--- src/rtl/fetch_stage_if.sv ---
// Instruction-memory request/response bus between the fetch stage (master)
// and instruction memory (slave). Requests are address + valid with a grant;
// responses return in order with a read-valid strobe.
interface fetch_stage_if;
    logic        imem_req;
    logic [31:0] imem_addr;
    logic        imem_gnt;
    logic        imem_rvalid;
    logic [31:0] imem_rdata;

    modport master (
        output imem_req,
        output imem_addr,
        input  imem_gnt,
        input  imem_rvalid,
        input  imem_rdata
    );

    modport slave (
        input  imem_req,
        input  imem_addr,
        output imem_gnt,
        output imem_rvalid,
        output imem_rdata
    );
endinterface

--- src/rtl/fetch_stage.sv ---
// Instruction fetch stage: owns the PC, issues in-order fetches, buffers
// returning words in a small queue and presents the head to decode. A flush
// redirects to the branch target and drops every older fetch, including
// responses still in flight (counted off in drop_cnt).
module fetch_stage #(
    parameter logic [31:0] RESET_PC = 32'h0000_0000,
    parameter int          QDEPTH   = 2
) (
    input  logic                 clk,
    input  logic                 rst,
    fetch_stage_if.master        imem,
    input  logic                 flush,
    input  logic [31:0]          br_target,
    input  logic                 stall,
    output logic                 inst_valid,
    output logic [31:0]          inst,
    output logic [31:0]          inst_pc
);

    localparam int          AW  = (QDEPTH > 1) ? $clog2(QDEPTH) : 1;
    localparam int          CW  = $clog2(QDEPTH) + 1;
    localparam logic [31:0] NOP = 32'h0000_0013;

    typedef enum logic [1:0] {
        S_BOOT  = 2'd0,
        S_FETCH = 2'd1,
        S_DRAIN = 2'd2
    } state_t;

    state_t          state_q;
    logic [31:0]     pc_q, pc_d;
    logic [31:0]     rsp_pc_q, rsp_pc_d;
    logic [CW-1:0]   cnt_q, cnt_d;
    logic [CW-1:0]   out_q, out_d;
    logic [CW-1:0]   drop_cnt_q, drop_cnt_d;
    logic [AW-1:0]   rd_ptr_q, rd_ptr_d;
    logic [AW-1:0]   wr_ptr_q, wr_ptr_d;

    logic [31:0]     q_inst [QDEPTH];
    logic [31:0]     q_pc   [QDEPTH];

    logic [CW:0]     credit;
    logic            req;
    logic            accept;
    logic            rsp_ok;
    logic            push;
    logic            pop;

    // Queue entries plus in-flight fetches may never exceed the queue size,
    // so every response is guaranteed a slot and push is never refused.
    assign credit = {1'b0, cnt_q} + {1'b0, out_q};
    assign req    = (state_q == S_FETCH) && !flush && (credit < (CW+1)'(QDEPTH));
    assign accept = req && imem.imem_gnt;
    assign rsp_ok = imem.imem_rvalid && (out_q != '0);
    assign push   = rsp_ok && !flush && (drop_cnt_q == '0);
    assign pop    = (cnt_q != '0) && !stall && !flush;

    assign imem.imem_req  = req;
    assign imem.imem_addr = pc_q;

    assign inst_valid = (cnt_q != '0);
    assign inst       = inst_valid ? q_inst[rd_ptr_q] : NOP;
    assign inst_pc    = inst_valid ? q_pc[rd_ptr_q]   : 32'h0;

    // Next-state of PC, response PC, queue pointers and the credit counters;
    // flush overrides everything else and only in-flight fetches survive it.
    always_comb begin
        pc_d       = pc_q;
        rsp_pc_d   = rsp_pc_q;
        cnt_d      = cnt_q;
        out_d      = out_q;
        drop_cnt_d = drop_cnt_q;
        rd_ptr_d   = rd_ptr_q;
        wr_ptr_d   = wr_ptr_q;
        if (flush) begin
            pc_d       = br_target;
            rsp_pc_d   = br_target;
            cnt_d      = '0;
            rd_ptr_d   = '0;
            wr_ptr_d   = '0;
            // req is masked by flush, so no grant can land in this cycle.
            out_d      = out_q - CW'(rsp_ok);
            drop_cnt_d = out_q - CW'(rsp_ok);
        end else begin
            if (accept) begin
                pc_d = pc_q + 32'd4;
            end
            out_d = out_q + CW'(accept) - CW'(rsp_ok);
            if (rsp_ok && (drop_cnt_q != '0)) begin
                drop_cnt_d = drop_cnt_q - CW'(1'b1);
            end
            if (push) begin
                rsp_pc_d = rsp_pc_q + 32'd4;
                wr_ptr_d = wr_ptr_q + AW'(1'b1);
            end
            if (pop) begin
                rd_ptr_d = rd_ptr_q + AW'(1'b1);
            end
            cnt_d = cnt_q + CW'(push) - CW'(pop);
        end
    end

    // Control FSM: boot for one cycle, then fetch; drain stale responses after a redirect.
    always_ff @(posedge clk) begin
        if (rst) begin
            state_q <= S_BOOT;
        end else if (flush) begin
            state_q <= (drop_cnt_d != '0) ? S_DRAIN : S_FETCH;
        end else begin
            case (state_q)
                S_BOOT:  state_q <= S_FETCH;
                S_FETCH: state_q <= S_FETCH;
                S_DRAIN: state_q <= (drop_cnt_d == '0) ? S_FETCH : S_DRAIN;
                default: state_q <= S_BOOT;
            endcase
        end
    end

    // Control registers: PCs, occupancy, outstanding and drop counters, pointers.
    always_ff @(posedge clk) begin
        if (rst) begin
            pc_q       <= RESET_PC;
            rsp_pc_q   <= RESET_PC;
            cnt_q      <= '0;
            out_q      <= '0;
            drop_cnt_q <= '0;
            rd_ptr_q   <= '0;
            wr_ptr_q   <= '0;
        end else begin
            pc_q       <= pc_d;
            rsp_pc_q   <= rsp_pc_d;
            cnt_q      <= cnt_d;
            out_q      <= out_d;
            drop_cnt_q <= drop_cnt_d;
            rd_ptr_q   <= rd_ptr_d;
            wr_ptr_q   <= wr_ptr_d;
        end
    end

    // Queue storage; contents are only meaningful below cnt_q, so no reset.
    always_ff @(posedge clk) begin
        if (push) begin
            q_inst[wr_ptr_q] <= imem.imem_rdata;
            q_pc[wr_ptr_q]   <= rsp_pc_q;
        end
    end

endmodule
--- src/flat_wrapper.sv ---
// flat-port wrapper written by rule: the top's interface ports become plain ports
module fetch_stage_flat 
#(
    parameter logic [31:0] RESET_PC = 32'h0000_0000,
    parameter int          QDEPTH   = 2
)
  (clk, rst, flush, br_target, stall, inst_valid, inst, inst_pc, imem_imem_req, imem_imem_addr, imem_imem_gnt, imem_imem_rvalid, imem_imem_rdata);
  fetch_stage_if imem_i ();
  input  logic clk;
  input  logic rst;
  input  logic flush;
  input  logic [31:0] br_target;
  input  logic stall;
  output logic inst_valid;
  output logic [31:0] inst;
  output logic [31:0] inst_pc;
  output wire logic [$bits(imem_i.imem_req)-1:0] imem_imem_req;
  output wire logic [$bits(imem_i.imem_addr)-1:0] imem_imem_addr;
  input wire logic [$bits(imem_i.imem_gnt)-1:0] imem_imem_gnt;
  input wire logic [$bits(imem_i.imem_rvalid)-1:0] imem_imem_rvalid;
  input wire logic [$bits(imem_i.imem_rdata)-1:0] imem_imem_rdata;
  assign imem_imem_req = imem_i.imem_req;
  assign imem_imem_addr = imem_i.imem_addr;
  assign imem_i.imem_gnt = imem_imem_gnt;
  assign imem_i.imem_rvalid = imem_imem_rvalid;
  assign imem_i.imem_rdata = imem_imem_rdata;
  fetch_stage #(.RESET_PC(RESET_PC), .QDEPTH(QDEPTH)) u_core (.clk(clk), .rst(rst), .imem(imem_i), .flush(flush), .br_target(br_target), .stall(stall), .inst_valid(inst_valid), .inst(inst), .inst_pc(inst_pc));
endmodule
--- config.mk ---
export PLATFORM = sky130hd
export DESIGN_NAME = fetch_stage_flat
export DESIGN_NICKNAME = d
export VERILOG_FILES = /design/src/rtl/fetch_stage_if.sv /design/src/rtl/fetch_stage.sv /design/src/flat_wrapper.sv
export SDC_FILE = /design/constraint.sdc
export NUM_CORES = 1
export LEC_CHECK = 0
export ABC_AREA = 1
export BUFFER_PORTS_ARGS = -buffer_cell sky130_fd_sc_hd__buf_2
export CORE_ASPECT_RATIO = 0.5
export CORE_MARGIN = 3
export CORE_UTILIZATION = 39
export CTS_CLUSTER_DIAMETER = 40
export DETAILED_ROUTE_END_ITERATION = 12
export PLACE_DENSITY = 0.58
export SLEW_MARGIN = 20
export SYNTH_ARGS = -nofsm -noshare
export SYNTH_HDL_FRONTEND = slang
export SYNTH_SLANG_ARGS = --single-unit
export TNS_END_PERCENT = 100
--- constraint.sdc ---
create_clock -name clk -period 14.73 [get_ports clk]
set_input_delay 3.6825 -clock clk [delete_from_list [all_inputs] [get_ports clk]]
set_output_delay 3.6825 -clock clk [all_outputs]
set_load 0.02 [all_outputs]
After elaboration in Yosys (flattened, before gate mapping). Memories as Yosys holds them, arrays and structs flattened. A register that Yosys moved wholly into a read port is not among the register bits. Cells that the tools add are included.

Add/sub/neg operators: 11. Magnitude comparators: 1. Reductions and logical operators: 22. Eq/ne operators: 2. Mux-type cells: 19.

Operator list (number): 32-bit 2-to-1 mux (6); 32-bit by 3-bit adder with 32-bit output (second input constant) (2); 2-bit 2-to-1 mux (6); 2-bit nonzero test (6); 1-bit logical AND (9); 2-bit zero test (3); 1-bit 2-to-1 mux (6); 2-bit by 1-bit subtractor with 2-bit output (3); 2-bit by 1-bit adder with 2-bit output (2); 2-bit one-hot mux with 2 select lines (1); 2-bit OR reduction (2); 2-bit by 2-bit adder with 3-bit output (1); 3-bit by 2-bit < comparator with 1-bit output (second input constant) (1); 1-bit adder (second input constant) (2); 2-bit by 1-bit == test with 1-bit output (second input constant) (1); 2-bit == test (second input constant) (1); 1-bit zero test (2); 2-bit by 1-bit subtractor with 2-bit output (second input constant) (1).

Register bits after elaboration: 74. Memories kept: 2. RAM bits: 128. Output and inout port bits: 98. Logic and storage cells: 65. Input bits: 70.

Memories: u_core.q_inst (words 2, bits a word 32, rd ports 1, clocked after Yosys merged registers in 1, write ports 1, RTL line fetch_stage.sv:39) `logic [31:0] q_inst [QDEPTH];`; u_core.q_pc (words 2, bits a word 32, rd ports 1, clocked after Yosys merged registers in 1, write ports 1, RTL line fetch_stage.sv:40) `logic [31:0] q_pc [QDEPTH];`.

Logic depth before layout (Yosys ltp). Gate-level depths: netlist of the first run.

Word-level depth: 9. Gate-level depth with buffers: 14. Mapped depth without buffers: 13.

Worst setup path after synthesis of the first run. No wires, ideal clock.

Kind: input to output. Start point: input port flush. End point: output port imem_imem_req. Path buffers: 1. Path slack: 6942 ps. Data required time: 11047 ps. Stages on the path: 4. Arrival time: 4106 ps. Cell sequence: buf_6 inv_8 nand2_4 nor2_4.

Longest elaborated chain between the ends: 3.

RTL lines: start, declared (RTL line flat_wrapper.sv:11) `input logic flush;`; 1-bit zero test (RTL line fetch_stage.sv:52) `assign req = (state_q == S_FETCH) && !flush && (credit < (CW+1)'(QDEPTH));`; 1-bit logical AND (2 in series) (RTL line fetch_stage.sv:52); end, declared (RTL line flat_wrapper.sv:17) `output wire logic [$bits(imem_i.imem_req)-1:0] imem_imem_req;`.

No other way between the ends.

Worst setup path after layout of the first run. Same ends and word-level chain as after synthesis.

==> out/results.ini, run 1 <==
[global_routing]
number_of_antenna_violations_at_the_first_check_in_global_routing = 0
gr-total-overflow = 0
grt_max_degree = 66
grt_pass1_vias = 7795
globalRouteTotalUtil = 0.208
grt_pass1_wl_mm = 42.9

[clock_network]
cts-root-buf = sky130_fd_sc_hd__clkbuf_16
ctsHoldBuffers = 0
cts_tree = yes
clkTransAtPathRegs_ns = 0.07
post_cts_setup_buffer_count = 0
clock_latency_ns = 0.53
clk_path_buf_depth = 3
post_cts_resize_count = 0
cts-htree-levels = 1
cts-buffers-inserted = 23
numClockSinks = 203

[layout]
post_route_cells_drive_above_1_share = 0.179
nets = 1389
area_growth_syn_to_layout_pct = 19.7
antenna_cells = 0
stdcell_area_um2 = 11500
final_core_util = 0.488
layout.filler_cells = 2310

[routing]
wl_per_cell_um = 16.7
post-route-drc-count = 0
drt.antenna.violating_nets = 0
drtIter0Drc = 636
detail_route.first_pass.iterations = 6
route.vias.total = 8372
vias_per_cell = 5.06
routed_wirelength_mm = 27.7

[synth]
syn-cell-area_um2 = 9570
avgSynthCellArea_um2 = 8.29
yosysMostFrequentCell = sky130_fd_sc_hd__nand2_1
synth.yosys.warnings = 0
synth_largest_type_area_fraction = 0.402
netlist-cell-type-count = 36
synthDominantAreaCellType = sky130_fd_sc_hd__edfxtp_1
synthFlopType = sky130_fd_sc_hd__edfxtp_1
ys_top_cells_by_count = 410 x sky130_fd_sc_hd__nand2_1, 128 x sky130_fd_sc_hd__edfxtp_1, 124 x sky130_fd_sc_hd__nor2_1
post_synth_main_area_contributors = sky130_fd_sc_hd__edfxtp_1 40%, sky130_fd_sc_hd__nand2_1 16%, sky130_fd_sc_hd__dfxtp_1 16%, sky130_fd_sc_hd__a21oi_1 6.2%, sky130_fd_sc_hd__nor2_1 4.9%
syn-instance-count = 1155
yosysSeqAreaShare = 0.559
postSynthNetCount = 1233
synth.ff_latch_count = 203
synthArstFlopShare = 0
number_of_enable_type_register_cells_in_the_synthesized_netlist = 128

[floorplanning]
fp.dieH_um = 117
placementRows = 39
initial_utilization = 0.408
die-area_um2 = 26600
floorplan.io_pins = 168
fp.coreArea_um2 = 23500
die_x_um = 228

[timing]
achievable_freq_mhz = 119
finalClockSkew_ns = 0.00919
worst_pin_slew_ns = 1.01
finalHoldViolations = 0
final.period_utilization = 0.573
finalCriticalPeriod_ns = 8.44
hold-worst-slack_ns = 0.441
drv_slew = 0
unrepaired_setup_endpoints_after_global_routing = no
timing.max_slew.rel_slack = 0.327
timing.final.setup_violations = 0
fin_setup_tns_ns = 0

[worst_setup_path]
timing.critical_path.fanout_max = 50
regToRegSetupSlack_ns = 11.97
critPathCapture = imem_imem_req
r2r_startpoint = u_core.cnt_q[0]
cp_data_required_time_ns = 11.05
critical_path.startpoint_type = input pin
data_arrival_at_the_endpoint_of_the_critical_path_ns = 4.75
crit_type = in2out
cp_cell_instances = buf_2 -> buf_4 -> inv_8 -> nand2_4 -> nor2_4 -> buf_2
crit_top_cell = sky130_fd_sc_hd__buf_2
timing.critical_path.slowest_stage_cell = sky130_fd_sc_hd__buf_4
critical_path_startpoint = flush
r2r.worst_path.cells = 11
critical_path.reg2reg.endpoint = u_core.out_q[0]
cp-end-kind = output port
critPathMaxStageDelay_ns = 0.49

[placed_design]
place_congestion = 0.880
post_dp_hpwl_mm = 18.7
placement.cell_area_um2 = 10700
port_buffers = 167

[power_and_ir_drop]
total_leakage_power_nw = 4.63
power.net_switching_mw = 0.424
p_sw_frac = 0.289
p_comb_frac = 0.128
report.power.total_mw = 1.47
pwrdens_nw_per_um2 = 128
clockPowerShare = 0.401
power.share.sequential = 0.471
cellInternalPower_mw = 1.04
vdd.ir_drop.worst_mv = 0.0564

[run]
maxCapViolCount = 0

[min_path]
hold_class = reg2reg

[status]
outcome = finished, final reports clean

[flip-flops by register name (all words and copies together), names as in the netlist, 2 cells and up, named ones only]
name,cells
u_core.cnt_q,2
u_core.q_pc,64
u_core.imem.imem_addr,32
u_core.drop_cnt_q,2
u_core.out_q,2
u_core.state_q,2
u_core.rsp_pc_q,32
u_core.q_inst,64
[routing by layer]
layer	global-route usage	routed length [um]	vias to the layer above
met2	0.326	12200	267
met4	0.0401	429	0
li1	-	-	4124
met5	0	0	-
met3	0.0382	2010	31
met1	0.303	13100	3950
[cell families after synthesis]
logic type / Yosys count / synth area share
xor gates and xnor gates: 14 / 0.0128
DFF: 203 / 0.559
adders and majority gates: 8 / 0.0112
AOI/OAI and AO/OA: 194 / 0.107
buffers and inverters: 124 / 0.0532
and+or+nand+nor: 612 / 0.257
[power groups by stage]
stage	Sequential [mW]	Combinational (mW)	Clock (mW)
finish	0.690	0.188	0.588
global route	0.695	0.213	0.633
CTS	0.689	0.190	0.602
detailed placement	0.702	0.189	0
global placement	0.700	0.185	0
floorplan	0.696	0.123	0
[area by class of cell]
type / instances / area (um^2) / share of cell area
Timing Repair Buffer: 173 / 881 / 0.0769
Clock buffer: 25 / 583 / 0.0509
Tap cell: 328 / 410 / 0.0358
Sequential cell: 203 / 5350 / 0.467
Clock inverter: 17 / 193 / 0.0168
Inverter: 82 / 315 / 0.0275
Multi-Input combinational cell: 828 / 3730 / 0.326
[worst min path at each step]
stage | startpoint | to | slack (ns) | cells after the start
finish | u_core.imem.imem_addr[0] | u_core.imem.imem_addr[0] | 0.44 | 2
global route | u_core.imem.imem_addr[1] | u_core.imem.imem_addr[1] | 0.48 | 2
CTS | u_core.imem.imem_addr[0] | u_core.imem.imem_addr[0] | 0.45 | 2
detailed placement | u_core.imem.imem_addr[0] | u_core.imem.imem_addr[0] | 0.43 | 2
global placement | u_core.imem.imem_addr[1] | u_core.imem.imem_addr[1] | 0.42 | 2
floorplan | u_core.rsp_pc_q[0] | u_core.q_pc[0][0] | 0.43 | 0
[through the flow]
step / cells / setup WS (ns)
floorplan: 1155 / 6.94
global placement: 1614 / 6.30
detailed placement: 1614 / 6.29
CTS: 1656 / 6.30
global route: 1656 / 6.21
finish: 1656 / 6.29
[critical path, delay by kind of cell]
| family | cells | cell delay [ns] |
|---|---|---|
| and+or+nand+nor | 2 | 0.16 |
| buffers and inverters | 4 | 0.89 |
[cells in the final DEF, fill, tap and decap left out, types with 3 or more instances in the layout]
cell	count
sky130_fd_sc_hd__a31oi_1	14
sky130_fd_sc_hd__inv_6	5
sky130_fd_sc_hd__inv_2	3
sky130_fd_sc_hd__clkinvlp_4	4
sky130_fd_sc_hd__inv_1	77
sky130_fd_sc_hd__nor2_2	8
sky130_fd_sc_hd__nand2_4	3
sky130_fd_sc_hd__o211ai_1	10
sky130_fd_sc_hd__edfxtp_1	128
sky130_fd_sc_hd__nand3_1	51
sky130_fd_sc_hd__ha_1	7
sky130_fd_sc_hd__nand3b_1	6
sky130_fd_sc_hd__nand2_1	410
sky130_fd_sc_hd__xnor2_1	3
sky130_fd_sc_hd__nor2_4	3
sky130_fd_sc_hd__clkbuf_16	23
sky130_fd_sc_hd__xor2_1	11
sky130_fd_sc_hd__nor2_1	122
sky130_fd_sc_hd__buf_4	6
sky130_fd_sc_hd__dfxtp_1	74
sky130_fd_sc_hd__buf_2	167
sky130_fd_sc_hd__a21oi_1	118
sky130_fd_sc_hd__o21ai_0	48
(Power assumes the default switching activity.)
==> run 2: changes to the inputs <==
PLACE_DENSITY = 0.6   (was 0.58)
clock period = 6.9 ns   (was 14.73 ns; I/O delays follow)
==> out/results.ini, run 2 (synthesis results as in run 1) <==
[status]
outcome = finished, final reports clean

[run]
maxCapViolCount = 0

[placed_design]
place_congestion = 0.920
post_dp_hpwl_mm = 19.1
port_buffers = 167

[worst_setup_path]
r2r.worst_path.cells = 7
critical_path.reg2reg.endpoint = u_core.q_inst[1][3]
cp-end-kind = output port
r2r_startpoint = u_core.out_q[1]
regToRegSetupSlack_ns = 3.87
crit_type = reg2out
timing.critical_path.fanout_max = 65
cp_data_required_time_ns = 5.18
data_arrival_at_the_endpoint_of_the_critical_path_ns = 3.04
critical_path.startpoint_type = register

[clock_network]
post_cts_resize_count = 0
cts-htree-levels = 1
cts-root-buf = sky130_fd_sc_hd__clkbuf_16
cts_tree = yes
post_cts_setup_buffer_count = 0
clkTransAtPathRegs_ns = 0.06
cts-buffers-inserted = 25
clk_path_buf_depth = 3
numClockSinks = 203
ctsHoldBuffers = 0
clock_latency_ns = 0.55

[timing]
fin_setup_tns_ns = 0
timing.final.setup_violations = 0
final.period_utilization = 0.691
finalHoldViolations = 0
finalCriticalPeriod_ns = 4.76
hold-worst-slack_ns = 0.439
unrepaired_setup_endpoints_after_global_routing = no
timing.max_slew.rel_slack = 0.300
achievable_freq_mhz = 210
worst_pin_slew_ns = 1.05
drv_slew = 0
finalClockSkew_ns = 0.0163

[layout]
post_route_cells_drive_above_1_share = 0.181
largest_registers = u_core.q_inst x64, u_core.q_pc x64
layout.filler_cells = 2281
area_growth_syn_to_layout_pct = 21.1
nets = 1390
seq_area_um2 = 5350
mostFrequentLayoutCells = 410 x sky130_fd_sc_hd__nand2_1, 167 x sky130_fd_sc_hd__buf_2, 128 x sky130_fd_sc_hd__edfxtp_1, 122 x sky130_fd_sc_hd__nor2_1, 118 x sky130_fd_sc_hd__a21oi_1
mostFrequentLayoutCell = sky130_fd_sc_hd__nand2_1
multi_input_area_um2 = 3730

[global_routing]
globalRouteTotalUtil = 0.208
grt_max_degree = 66
gr-total-overflow = 0
number_of_antenna_violations_at_the_first_check_in_global_routing = 1
grt_pass1_wl_mm = 43.1
grt_pass1_vias = 7900

[routing]
detail_route.first_pass.iterations = 5
drt.antenna.violating_nets = 0
vias_per_cell = 5.03
routed_wirelength_mm = 28.0
route.vias.total = 8356
drtIter0Drc = 787
wl_per_cell_um = 16.9
post-route-drc-count = 0

[floorplanning]
fp.coreArea_um2 = 23500
die-area_um2 = 26600
die_x_um = 228
fp.dieH_um = 117
floorplan.io_pins = 168
placementRows = 39
initial_utilization = 0.408

[min_path]
holdPathEnd = u_core.imem.imem_addr[1]
hold_path_startpoint = u_core.imem.imem_addr[1]
holdPathStages = 2
hold_class = reg2reg

[power_and_ir_drop]
total_leakage_power_nw = 4.69
pwrdens_nw_per_um2 = 285
vdd.ir_drop.worst_mv = 0.145

-- run 2: cell count changes in the layout (fill, tap and decap cells not counted) --
| cell | change |
|---|---|
| sky130_fd_sc_hd__diode_2 | +1 |
| sky130_fd_sc_hd__inv_6 | -3 |
| sky130_fd_sc_hd__inv_2 | -1 |
| sky130_fd_sc_hd__bufinv_16 | +2 |
| sky130_fd_sc_hd__clkinvlp_4 | -1 |
| sky130_fd_sc_hd__buf_4 | -1 |
| sky130_fd_sc_hd__clkinv_2 | +1 |
| sky130_fd_sc_hd__clkbuf_8 | +3 |
| sky130_fd_sc_hd__clkinv_8 | +1 |
| sky130_fd_sc_hd__clkbuf_16 | +2 |
-- run 2: final cells by class --
type,instances,area share
Antenna cell,1,0.000216
Clock inverter,16,0.0203
Inverter,82,0.0273
Sequential cell,203,0.461
Clock buffer,30,0.0582
Multi-Input combinational cell,828,0.322
Tap cell,328,0.0354
Timing Repair Buffer,172,0.0754
-- run 2: critical path, cell delays in order, from the launching register on --
cell	delay, ns
sky130_fd_sc_hd__dfxtp_2	0.31
sky130_fd_sc_hd__buf_4	0.54
sky130_fd_sc_hd__clkinv_2	0.96
sky130_fd_sc_hd__nand2_1	0.25
sky130_fd_sc_hd__a21oi_1	0.13
sky130_fd_sc_hd__buf_2	0.21
-- run 2: worst max-delay path by stage --
stage / slack, ns / depth (start not counted) / end
2_1_floorplan: 1.36 / 5 / u_core.q_inst[1][0]
3_3_place_gp: 2.50 / 8 / u_core.q_pc[1][25]
3_5_place_dp: 2.45 / 8 / u_core.q_pc[1][25]
4_1_cts: 2.36 / 5 / inst_pc[10]
5_1_grt: 1.78 / 5 / inst_pc[31]
6_report: 2.14 / 5 / inst_pc[31]
-- run 2: per-layer routing --
layer  track usage  routed length, um  vias up
li1              -                  -     4134
met1         0.298              13400     3917
met2         0.328              12400      255
met3        0.0402               1650       48
met4        0.0530                542        2
met5             0                 11        -
-- run 2: per-stage QoR --
stage          instances  setup slack (ns)  utilization  total power [mW]  instance area [um^2]
2_1_floorplan       1155              1.36            -              1.75                  9570
4_1_cts             1659              2.36        0.494              3.33                 11600
5_1_grt             1659              1.78        0.494              3.45                 11600
3_5_place_dp        1613              2.45        0.455              1.90                 10700
6_report            1660              2.14        0.494              3.31                 11600
3_3_place_gp        1613              2.50        0.455              1.89                 10700
-- run 2: power by group --
part	internal [mW]	leakage (nW)	switching, mW	total, mW
logic	0.122	2.47	0.282	0.404
registers	1.39	1.78	0.0831	1.48
clock network	0.865	0.437	0.562	1.43
